**config.mk**
```make
export PLATFORM = sky130hd
export DESIGN_NAME = dmem_arbiter
export DESIGN_NICKNAME = d
export VERILOG_FILES = /design/src/rtl/dmem_arb_pkg.sv /design/src/rtl/dmem_starve_cnt.sv /design/src/rtl/dmem_arbiter.sv
export SDC_FILE = /design/constraint.sdc
export NUM_CORES = 1
export LEC_CHECK = 0
export ABC_CLOCK_PERIOD_IN_PS = 3000
export BUFFER_PORTS_ARGS = -buffer_cell sky130_fd_sc_hd__buf_2
export CORE_MARGIN = 4
export CORE_UTILIZATION = 36
export CTS_CLUSTER_SIZE = 30
export DETAILED_ROUTE_END_ITERATION = 7
export GPL_ROUTABILITY_DRIVEN = 0
export PLACE_DENSITY = 0.78
export SLEW_MARGIN = 40
export SYNTH_ARGS = -nofsm -noshare
export SYNTH_HDL_FRONTEND = slang
export SYNTH_HIERARCHICAL = 1
export SYNTH_SLANG_ARGS = --single-unit
```
**constraint.sdc**
```tcl
create_clock -name CLK -period 3 [get_ports CLK]
set_input_delay 0.75 -clock CLK [delete_from_list [all_inputs] [get_ports CLK]]
set_output_delay 0.75 -clock CLK [all_outputs]
set_load 0.02 [all_outputs]
```
**src/rtl/dmem_arb_pkg.sv**
```systemverilog
// Shared types and default widths for the data-RAM port arbiter.
package dmem_arb_pkg;

    localparam int ADDR_W_DEF = 10;
    localparam int DATA_W_DEF = 32;

    typedef enum logic [1:0] {
        ST_LOAD = 2'd0,
        ST_RUN  = 2'd1,
        ST_HALT = 2'd2
    } state_t;

    typedef enum logic [1:0] {
        SRC_CORE = 2'd0,
        SRC_LOAD = 2'd1,
        SRC_DBG  = 2'd2
    } src_t;

endpackage

```
**src/rtl/dmem_starve_cnt.sv**
```systemverilog
// Counts consecutive cycles a debug request waited without a grant.
// Flags when the wait reaches LIMIT.
module dmem_starve_cnt #(
    parameter int LIMIT = 8
) (
    input  logic clk,
    input  logic reset,
    input  logic starving,
    output logic limit_hit
);

    localparam int CNT_W = (LIMIT < 1) ? 1 : $clog2(LIMIT + 1);
    localparam logic [CNT_W-1:0] MAX = CNT_W'(LIMIT);

    logic [CNT_W-1:0] count;

    // NOTE: sequential state uses non-blocking assignments so every flop samples pre-edge values.
    always_ff @(posedge clk) begin
        if (reset) begin
            count <= '0;
        end else if (!starving) begin
            count <= '0;
        end else if (count != MAX) begin
            count <= count + CNT_W'(1);
        end
    end

    assign limit_hit = (count == MAX);

endmodule

```
**src/rtl/dmem_arbiter.sv**
```systemverilog
// Shares the single data-RAM port between the boot loader, the core and a debug port.
// The RAM has a combinational read, so the debug read data is registered here.
module dmem_arbiter
    import dmem_arb_pkg::*;
#(
    parameter int ADDR_W       = ADDR_W_DEF,
    parameter int DATA_W       = DATA_W_DEF,
    parameter int DEPTH        = 1024,
    parameter int STARVE_LIMIT = 8,
    parameter int LOAD_EN      = 1
) (
    input  logic              CLK,
    input  logic              RESET,
    input  logic              CORE_REQ,
    input  logic              CORE_WE,
    input  logic [ADDR_W-1:0] CORE_ADDR,
    input  logic [DATA_W-1:0] CORE_WDATA,
    output logic [DATA_W-1:0] CORE_RDATA,
    output logic              CORE_STALL,
    input  logic              LOAD_VALID,
    input  logic [DATA_W-1:0] LOAD_DATA,
    input  logic              LOAD_LAST,
    output logic              LOAD_READY,
    input  logic              DBG_REQ,
    input  logic              DBG_WE,
    input  logic [ADDR_W-1:0] DBG_ADDR,
    input  logic [DATA_W-1:0] DBG_WDATA,
    input  logic              DBG_HALT,
    output logic              DBG_GNT,
    output logic              DBG_RVALID,
    output logic [DATA_W-1:0] DBG_RDATA,
    output logic              RUNNING,
    output logic [ADDR_W-1:0] RAM_ADDRESS,
    output logic [DATA_W-1:0] RAM_DATAIN,
    output logic              RAM_WE,
    input  logic [DATA_W-1:0] RAM_DATAOUT
);

    localparam state_t            RESET_STATE = (LOAD_EN != 0) ? ST_LOAD : ST_RUN;
    localparam logic [ADDR_W-1:0] LAST_PTR    = ADDR_W'(DEPTH - 1);

    state_t            state;
    state_t            next_state;
    src_t              src;
    logic [ADDR_W-1:0] ptr;
    logic              load_accept;
    logic              core_owns;
    logic              starve_hit;
    logic              starving;

    always_ff @(posedge CLK) begin
        if (RESET) begin
            state <= RESET_STATE;
        end else begin
            state <= next_state;
        end
    end

    // NOTE: every output of this block gets a default first so no path infers a latch.
    always_comb begin
        next_state  = state;
        src         = SRC_CORE;
        core_owns   = 1'b0;
        load_accept = 1'b0;
        CORE_STALL  = 1'b0;
        LOAD_READY  = 1'b0;
        DBG_GNT     = 1'b0;

        unique case (state)
            ST_LOAD: begin
                CORE_STALL = 1'b1;
                LOAD_READY = 1'b1;
                if (LOAD_VALID) begin
                    src         = SRC_LOAD;
                    load_accept = 1'b1;
                    if (LOAD_LAST || ptr == LAST_PTR) begin
                        next_state = ST_RUN;
                    end
                end
            end
            ST_RUN: begin
                if (DBG_REQ && (starve_hit || !CORE_REQ)) begin
                    src        = SRC_DBG;
                    DBG_GNT    = 1'b1;
                    CORE_STALL = starve_hit;
                end else begin
                    core_owns = CORE_REQ;
                end
                if (DBG_HALT) begin
                    next_state = ST_HALT;
                end
            end
            ST_HALT: begin
                CORE_STALL = 1'b1;
                if (DBG_REQ) begin
                    src     = SRC_DBG;
                    DBG_GNT = 1'b1;
                end
                if (!DBG_HALT) begin
                    next_state = ST_RUN;
                end
            end
            default: begin
                next_state = RESET_STATE;
            end
        endcase

        // A reset cycle performs no access of any kind.
        if (RESET) begin
            src         = SRC_CORE;
            core_owns   = 1'b0;
            load_accept = 1'b0;
            CORE_STALL  = 1'b1;
            LOAD_READY  = 1'b0;
            DBG_GNT     = 1'b0;
        end
    end

    always_comb begin
        RAM_ADDRESS = CORE_ADDR;
        RAM_DATAIN  = CORE_WDATA;
        RAM_WE      = 1'b0;
        unique case (src)
            SRC_LOAD: begin
                RAM_ADDRESS = ptr;
                RAM_DATAIN  = LOAD_DATA;
                RAM_WE      = 1'b1;
            end
            SRC_DBG: begin
                RAM_ADDRESS = DBG_ADDR;
                RAM_DATAIN  = DBG_WDATA;
                RAM_WE      = DBG_WE;
            end
            default: begin
                RAM_WE = core_owns && CORE_WE;
            end
        endcase
    end

    // The pointer holds at the last word instead of wrapping.
    always_ff @(posedge CLK) begin
        if (RESET) begin
            ptr <= '0;
        end else if (load_accept && ptr != LAST_PTR) begin
            ptr <= ptr + ADDR_W'(1);
        end
    end

    assign starving = (state == ST_RUN) && DBG_REQ && !DBG_GNT && !RESET;

    dmem_starve_cnt #(
        .LIMIT(STARVE_LIMIT)
    ) u_starve (
        .clk      (CLK),
        .reset    (RESET),
        .starving (starving),
        .limit_hit(starve_hit)
    );

    always_ff @(posedge CLK) begin
        if (RESET) begin
            DBG_RVALID <= 1'b0;
            DBG_RDATA  <= '0;
        end else begin
            DBG_RVALID <= DBG_GNT && !DBG_WE;
            if (DBG_GNT && !DBG_WE) begin
                DBG_RDATA <= RAM_DATAOUT;
            end
        end
    end

    assign CORE_RDATA = RAM_DATAOUT;
    assign RUNNING    = (state == ST_RUN);

endmodule

```
# Yosys cells after proc, flatten, opt, wreduce, memory -nomap -nowiden
# Cells that the tools add are included.
# W data, S select, Z words.
[op_classes] n_eq_ne=12 n_bitwise=1 n_addsub=2 reduce_logical=17 muxes=28
[ops] op="$pmux W32 S2" count=1
[ops] op="$pmux W10 S2" count=1
[ops] op="$mux W1" count=14
[ops] op="$mux W2" count=7
[ops] op="$pmux W2 S3" count=2
[ops] op="$add A10 B1 Y10 const B" count=1
[ops] op="$eq A10 B10 Y1 const B" count=1
[ops] op="$ne A10 B10 Y1 const B" count=1
[ops] op="$ne A2 B2 Y1 const B" count=4
[ops] op="$logic_and A1 B1 Y1" count=7
[ops] op="$pmux W1 S2" count=3
[ops] op="$add A4 B1 Y4 const B" count=1
[ops] op="$eq A2 B1 Y1 const B" count=2
[ops] op="$eq A2 B2 Y1 const B" count=2
[ops] op="$eq A4 B4 Y1 const B" count=1
[ops] op="$logic_not A1 Y1" count=4
[ops] op="$ne A4 B4 Y1 const B" count=1
[ops] op="$reduce_and A4 Y1" count=1
[ops] op="$reduce_or A2 Y1" count=2
[ops] op="$logic_not A2 Y1" count=1
[ops] op="$logic_or A1 B1 Y1" count=2
[ops] op="$not A1 Y1" count=1
[word_totals] output_inout_bits=112 input_bits=157 reg_bits=49 word_cells=65

# Depth between registers and ports, before layout
[depth] ltp_word=11 mapped_depth=13 mapped_depth_nobuf=10

# Hierarchy
# Netlist, hierarchy kept.
[by_module_without_submodules] mod="dmem_arbiter" seq_area_each_um2=900.9 instances=1 cells_each=378 area_each_um2=3067.9
[by_module_without_submodules] mod="dmem_starve_cnt" seq_area_each_um2=80.1 instances=1 cells_each=22 area_each_um2=247.7

# Worst setup path after synthesis
# No wires, ideal clock.
[synth_timing] path_type="register -> output" startpoint="reg u_starve.count[0]" endpoint="out RAM_ADDRESS[2]" slack_ns=-0.406 t_arrival_ns=2.656 path_buffers=3 required_ns=2.250 stages_incl_launch_ff=14 path_cell_list="dfxtp_1 inv_1 ha_1 and3b_1 buf_6 nand2b_1 a21o_1 and2_1 nand2b_1 ha_1 clkbuf_1 clkbuf_1 a22oi_1 o21ai_0"
[synth_between] elab_chain_cells=8 elab_cells_between_ends=9 classes_between="eq/ne: 3; mux: 4; reduce/logical: 2"
[synth_lines] item="start: declaration" line="dmem_starve_cnt.sv:15" rtl="logic [CNT_W-1:0] count;"
[synth_lines] item="start signal: assignment" line="dmem_starve_cnt.sv:24" rtl="count <= count + CNT_W'(1);"
[synth_lines] item="$eq A4 B4 Y1 (*)" line="dmem_starve_cnt.sv:28" rtl="assign limit_hit = (count == MAX);"
[synth_lines] item="named net starve_hit" line="dmem_arbiter.sv:48" rtl="logic starve_hit;"
[synth_lines] item="$logic_or A1 B1 Y1 (*)" line="dmem_arbiter.sv:82" rtl="if (DBG_REQ && (starve_hit || !CORE_REQ)) begin"
[synth_lines] item="$logic_and A1 B1 Y1 (*)" line="dmem_arbiter.sv:82"
[synth_lines] item="$mux W2 (*)" line="dmem_arbiter.sv:82"
[synth_lines] item="$pmux W2 S3 (*)" line="dmem_arbiter.sv:69" rtl="unique case (state)"
[synth_lines] item="$mux W2 (*)" line="dmem_arbiter.sv:109" rtl="if (RESET) begin"
[synth_lines] item="$eq A2 B2 Y1 or $eq A2 B1 Y1 (tied branches)" line="dmem_arbiter.sv:123" rtl="unique case (src)"
[synth_lines] item="$pmux W10 S2 (*)" line="dmem_arbiter.sv:123"
[synth_lines] item="end: declaration" line="dmem_arbiter.sv:33" rtl="output logic [ADDR_W-1:0] RAM_ADDRESS,"
# Mark *: on every way through the listed nets, which the timed path passes. The rest lies on a longest branch.

# Worst setup path after layout
[layout_timing] startpoint="reg u_starve.count[0]" endpoint="out RAM_DATAIN[0]"
[layout_between] elab_chain_cells=8 elab_cells_between_ends=9 classes_between="eq/ne: 3; mux: 4; reduce/logical: 2"
[layout_lines] item="$eq A4 B4 Y1 (*)" line="dmem_starve_cnt.sv:28"
[layout_lines] item="named net starve_hit" line="dmem_arbiter.sv:48"
[layout_lines] item="$logic_or A1 B1 Y1 (*)" line="dmem_arbiter.sv:82"
[layout_lines] item="$logic_and A1 B1 Y1 (*)" line="dmem_arbiter.sv:82"
[layout_lines] item="$mux W2 (*)" line="dmem_arbiter.sv:82"
[layout_lines] item="$pmux W2 S3 (*)" line="dmem_arbiter.sv:69"
[layout_lines] item="$mux W2 (*)" line="dmem_arbiter.sv:109"
[layout_lines] item="$eq A2 B2 Y1 or $eq A2 B1 Y1 (tied branches)" line="dmem_arbiter.sv:123"
[layout_lines] item="$pmux W32 S2 (*)" line="dmem_arbiter.sv:123"
[layout_lines] item="end: declaration" line="dmem_arbiter.sv:34" rtl="output logic [DATA_W-1:0] RAM_DATAIN,"
# Marks and branches as above.

==> flow_metrics.py <==
metrics = {
    "outcome": {
        "status": "finished with violations",
        "violations": "setup timing",
    },
    "route": {
        "viasPerCell": 5.34,
        "route.met3.wl_mm": 1.34,
        "wirelength_mm": 14.5,
        "avgRoutedWirePerCell_um": 19.1,
        "drtIter0Drc": 160,
        "via_count": 4043,
        "wl_met2_mm": 7.42,
        "dr.pass1.iters": 4,
        "highest_layer": "met5",
        "ant_nets": 0,
        "route.detailed.drc": 0,
        "wl_met1_mm": 4.97,
    },
    "floorplanning": {
        "fp.coreArea_mm2": 0.00885,
        "ioPinCount": 269,
        "fp.dieW_um": 104,
        "die_area_mm2": 0.0108,
        "start_util": 0.375,
        "rows": 34,
        "die_h_um": 104,
    },
    "global_routing": {
        "grt_pass1_vias": 4224,
        "track_usage": 0.249,
        "grt_max_degree": 40,
        "grt_overflow_total": 0,
        "antenna_found_initial": 4,
        "grt_first_pass_wirelength_mm": 21.8,
    },
    "pwr": {
        "swShare": 0.400,
        "switching_power_mw": 1.02,
        "p_leak_nw": 2.77,
        "p_int_mw": 1.52,
        "pwr-share-comb": 0.562,
        "p_total_mw": 2.54,
        "power.density_mw_per_mm2": 442,
        "pwr-share-seq": 0.271,
        "irDropWorstVdd_mv": 0.308,
        "p_clk_frac": 0.167,
    },
    "synth": {
        "synth-seq-cells": 49,
        "syn_avg_cell_area_um2": 8.29,
        "synth_area_mm2": 0.00332,
        "synth_top_area_frac": 0.296,
        "synth_area_leaders": "dfxtp_1 30%, a22oi_1 9.5%, mux2_2 8.5%",
        "syn_nets": 567,
        "ys_warn_count": 6,
        "synthArstFlopShare": 0,
        "yosysTopAreaCell": "dfxtp_1",
        "netlist_instances": 400,
        "synth_edf_count": 0,
        "synth-main-ff-cell": "dfxtp_1",
        "synth.distinct_cells": 43,
        "ys_seq_area_frac": 0.296,
    },
    "sta": {
        "fin_ws_ns": -0.291,
        "setup_viol": 43,
        "max_freq_mhz": 304,
        "clock_skew_ns": 0.00531,
        "final_max_slew_viol_count": 0,
        "setup_tns_ns": -9.22,
        "tightestPinTransition_ns": 0.482,
        "max_slew_margin": 0.678,
        "min_period_ns": 3.29,
        "hold_ws_ns": 0.527,
        "rsz0062_at_grt": "yes",
        "min_period_over_period": 1.10,
        "hold_viol": 0,
    },
    "cells_and_area": {
        "nets": 813,
        "drive_gt1_frac": 0.672,
        "syn_to_final_growth_pct": 73.4,
    },
    "setup_path": {
        "cp_max_fo": 5,
        "cp-start-kind": "register",
        "critPathCaptureType": "output port",
        "worst_ep_arrival_time_ns": 2.54,
        "crit_type": "register to output port",
        "required_ns": 2.25,
    },
    "cts": {
        "clockRootBuffer": "clkbuf_8",
        "clock_path_buffers": 2,
        "hold_buffers": 0,
        "insertion_delay_ns": 0.30,
        "cts_tree": "yes",
        "clk_pin_slew_worst_paths_ns": 0.09,
        "cts_buffers": 5,
        "cts_num_sinks": 49,
        "cts_max_level": 2,
    },
    "job": {
        "cap_violations": 0,
    },
    "worst_hold_path": {
        "min_path_type": "register to register",
    },
    "placement": {
        "hpwl_mm": 10.9,
        "io_buffers": 268,
    },
}
## repair_timing
action	CTS	global route
setup endpoints to repair	43	43
gates resized for setup	82	24
setup buffers	4	3
pin swaps	15	20
gates cloned	5	5
## metal layers
layer / up-vias / GRT usage
met2: 231 / 0.460
met3: 56 / 0.0813
met5: - / 0
li1: 1883 / -
met1: 1869 / 0.251
met4: 4 / 0.120
## cells in the mapped netlist (all sizes together) (4+ instances only)
library cell,number
dfxtp,49
nor2b,36
nor2,6
nand3b,4
nand2,48
inv,9
buf,40
mux2i,5
ha,10
a21oi,7
nand3,6
clkbuf,21
or3,6
o21ai,48
a22oi,42
mux2,33
## power by group through the flow
stage / Sequential [mW] / Combinational, mW / Clock, mW
2_1_floorplan: 0.709 / 0.718 / 0
3_3_place_gp: 0.701 / 1.10 / 0
3_5_place_dp: 0.702 / 1.12 / 0
4_1_cts: 0.688 / 1.33 / 0.434
5_1_grt: 0.691 / 1.50 / 0.465
6_report: 0.688 / 1.43 / 0.425
## critical path: stages (launching register included)
cell	delay, ns
dfxtp_2	0.34
inv_2	0.03
ha_2	0.16
and3b_2	0.20
nand2b_4	0.13
a21o_1	0.18
and2_4	0.16
nor2b_4	0.12
ha_4	0.19
buf_12	0.14
buf_12	0.13
a22oi_2	0.23
o21ai_4	0.09
buf_6	0.13
## layout make-up
cell class,count,area [um^2]
Fill cell,719,3100
Inverter,9,33.8
Antenna cell,2,5.00
Sequential cell,49,983
Clock inverter,2,17.5
Clock buffer,6,82.6
Timing Repair Buffer,300,2100
Multi-Input combinational cell,281,2390
Tap cell,108,135
## cell usage in the layout, fill, tap and decap left out, types with 4 or more instances in the layout
master     count
a21oi_1        6
a22oi_2       42
buf_12        11
buf_2        225
buf_4         21
buf_6         35
clkbuf_16      4
clkbuf_8       6
dfxtp_1       47
ha_1           7
inv_1          7
mux2_1         8
mux2_2        25
mux2i_1        5
nand2_1       48
nand3_1        6
nand3b_1       4
nor2_1         6
nor2b_1       35
o21ai_0        5
o21ai_2       40
or3_1          6
## path summary, 6_finish.rpt
| kind | start | to | slack [ns] | depth (start not counted) |
|---|---|---|---|---|
| min reg2reg | u_starve/count[3]$_SDFFE_PP0P_ | u_starve/count[3]$_SDFFE_PP0P_ | 0.53 | 2 |
| min | u_starve/count[3]$_SDFFE_PP0P_ | u_starve/count[3]$_SDFFE_PP0P_ | 0.53 | 2 |
| max | u_starve/count[0]$_SDFFE_PP0P_ | RAM_DATAIN[0] | -0.29 | 13 |
| max reg2reg | u_starve/count[0]$_SDFFE_PP0P_ | u_starve/count[3]$_SDFFE_PP0P_ | 0.63 | 10 |
## flip-flops by register name, indices dropped and copies added, names as in the netlist
signal,count
DBG_RDATA,32
DBG_RVALID,1
ptr,10
state,2
u_starve/count,4
## per-stage QoR
stage                     utilization  cells  area (um^2)  setup WS (ns)
after global routing            0.650    757         5750         -0.367
final                           0.650    757         5750         -0.291
after detailed placement        0.564    732         4990        -0.0538
after global placement          0.564    732         4990        -0.0187
after CTS                       0.626    749         5540         -0.267
after floorplan                     -    400         3720         0.0105
## kinds of logic (layout without fill, tap and decap cells)
group,count (synthesis),count (layout),share of synthesized area
AOI/OAI and AO/OA,106,106,0.203
buffers and inverters,70,317,0.120
other,0,2,0
DFF,49,49,0.296
adders and majority gates,10,10,0.0377
muxes,38,38,0.127
and+or+nand+nor,123,123,0.205
xor gates and xnor gates,4,4,0.0106
No activity file was read; power rests on OpenSTA's default activity.
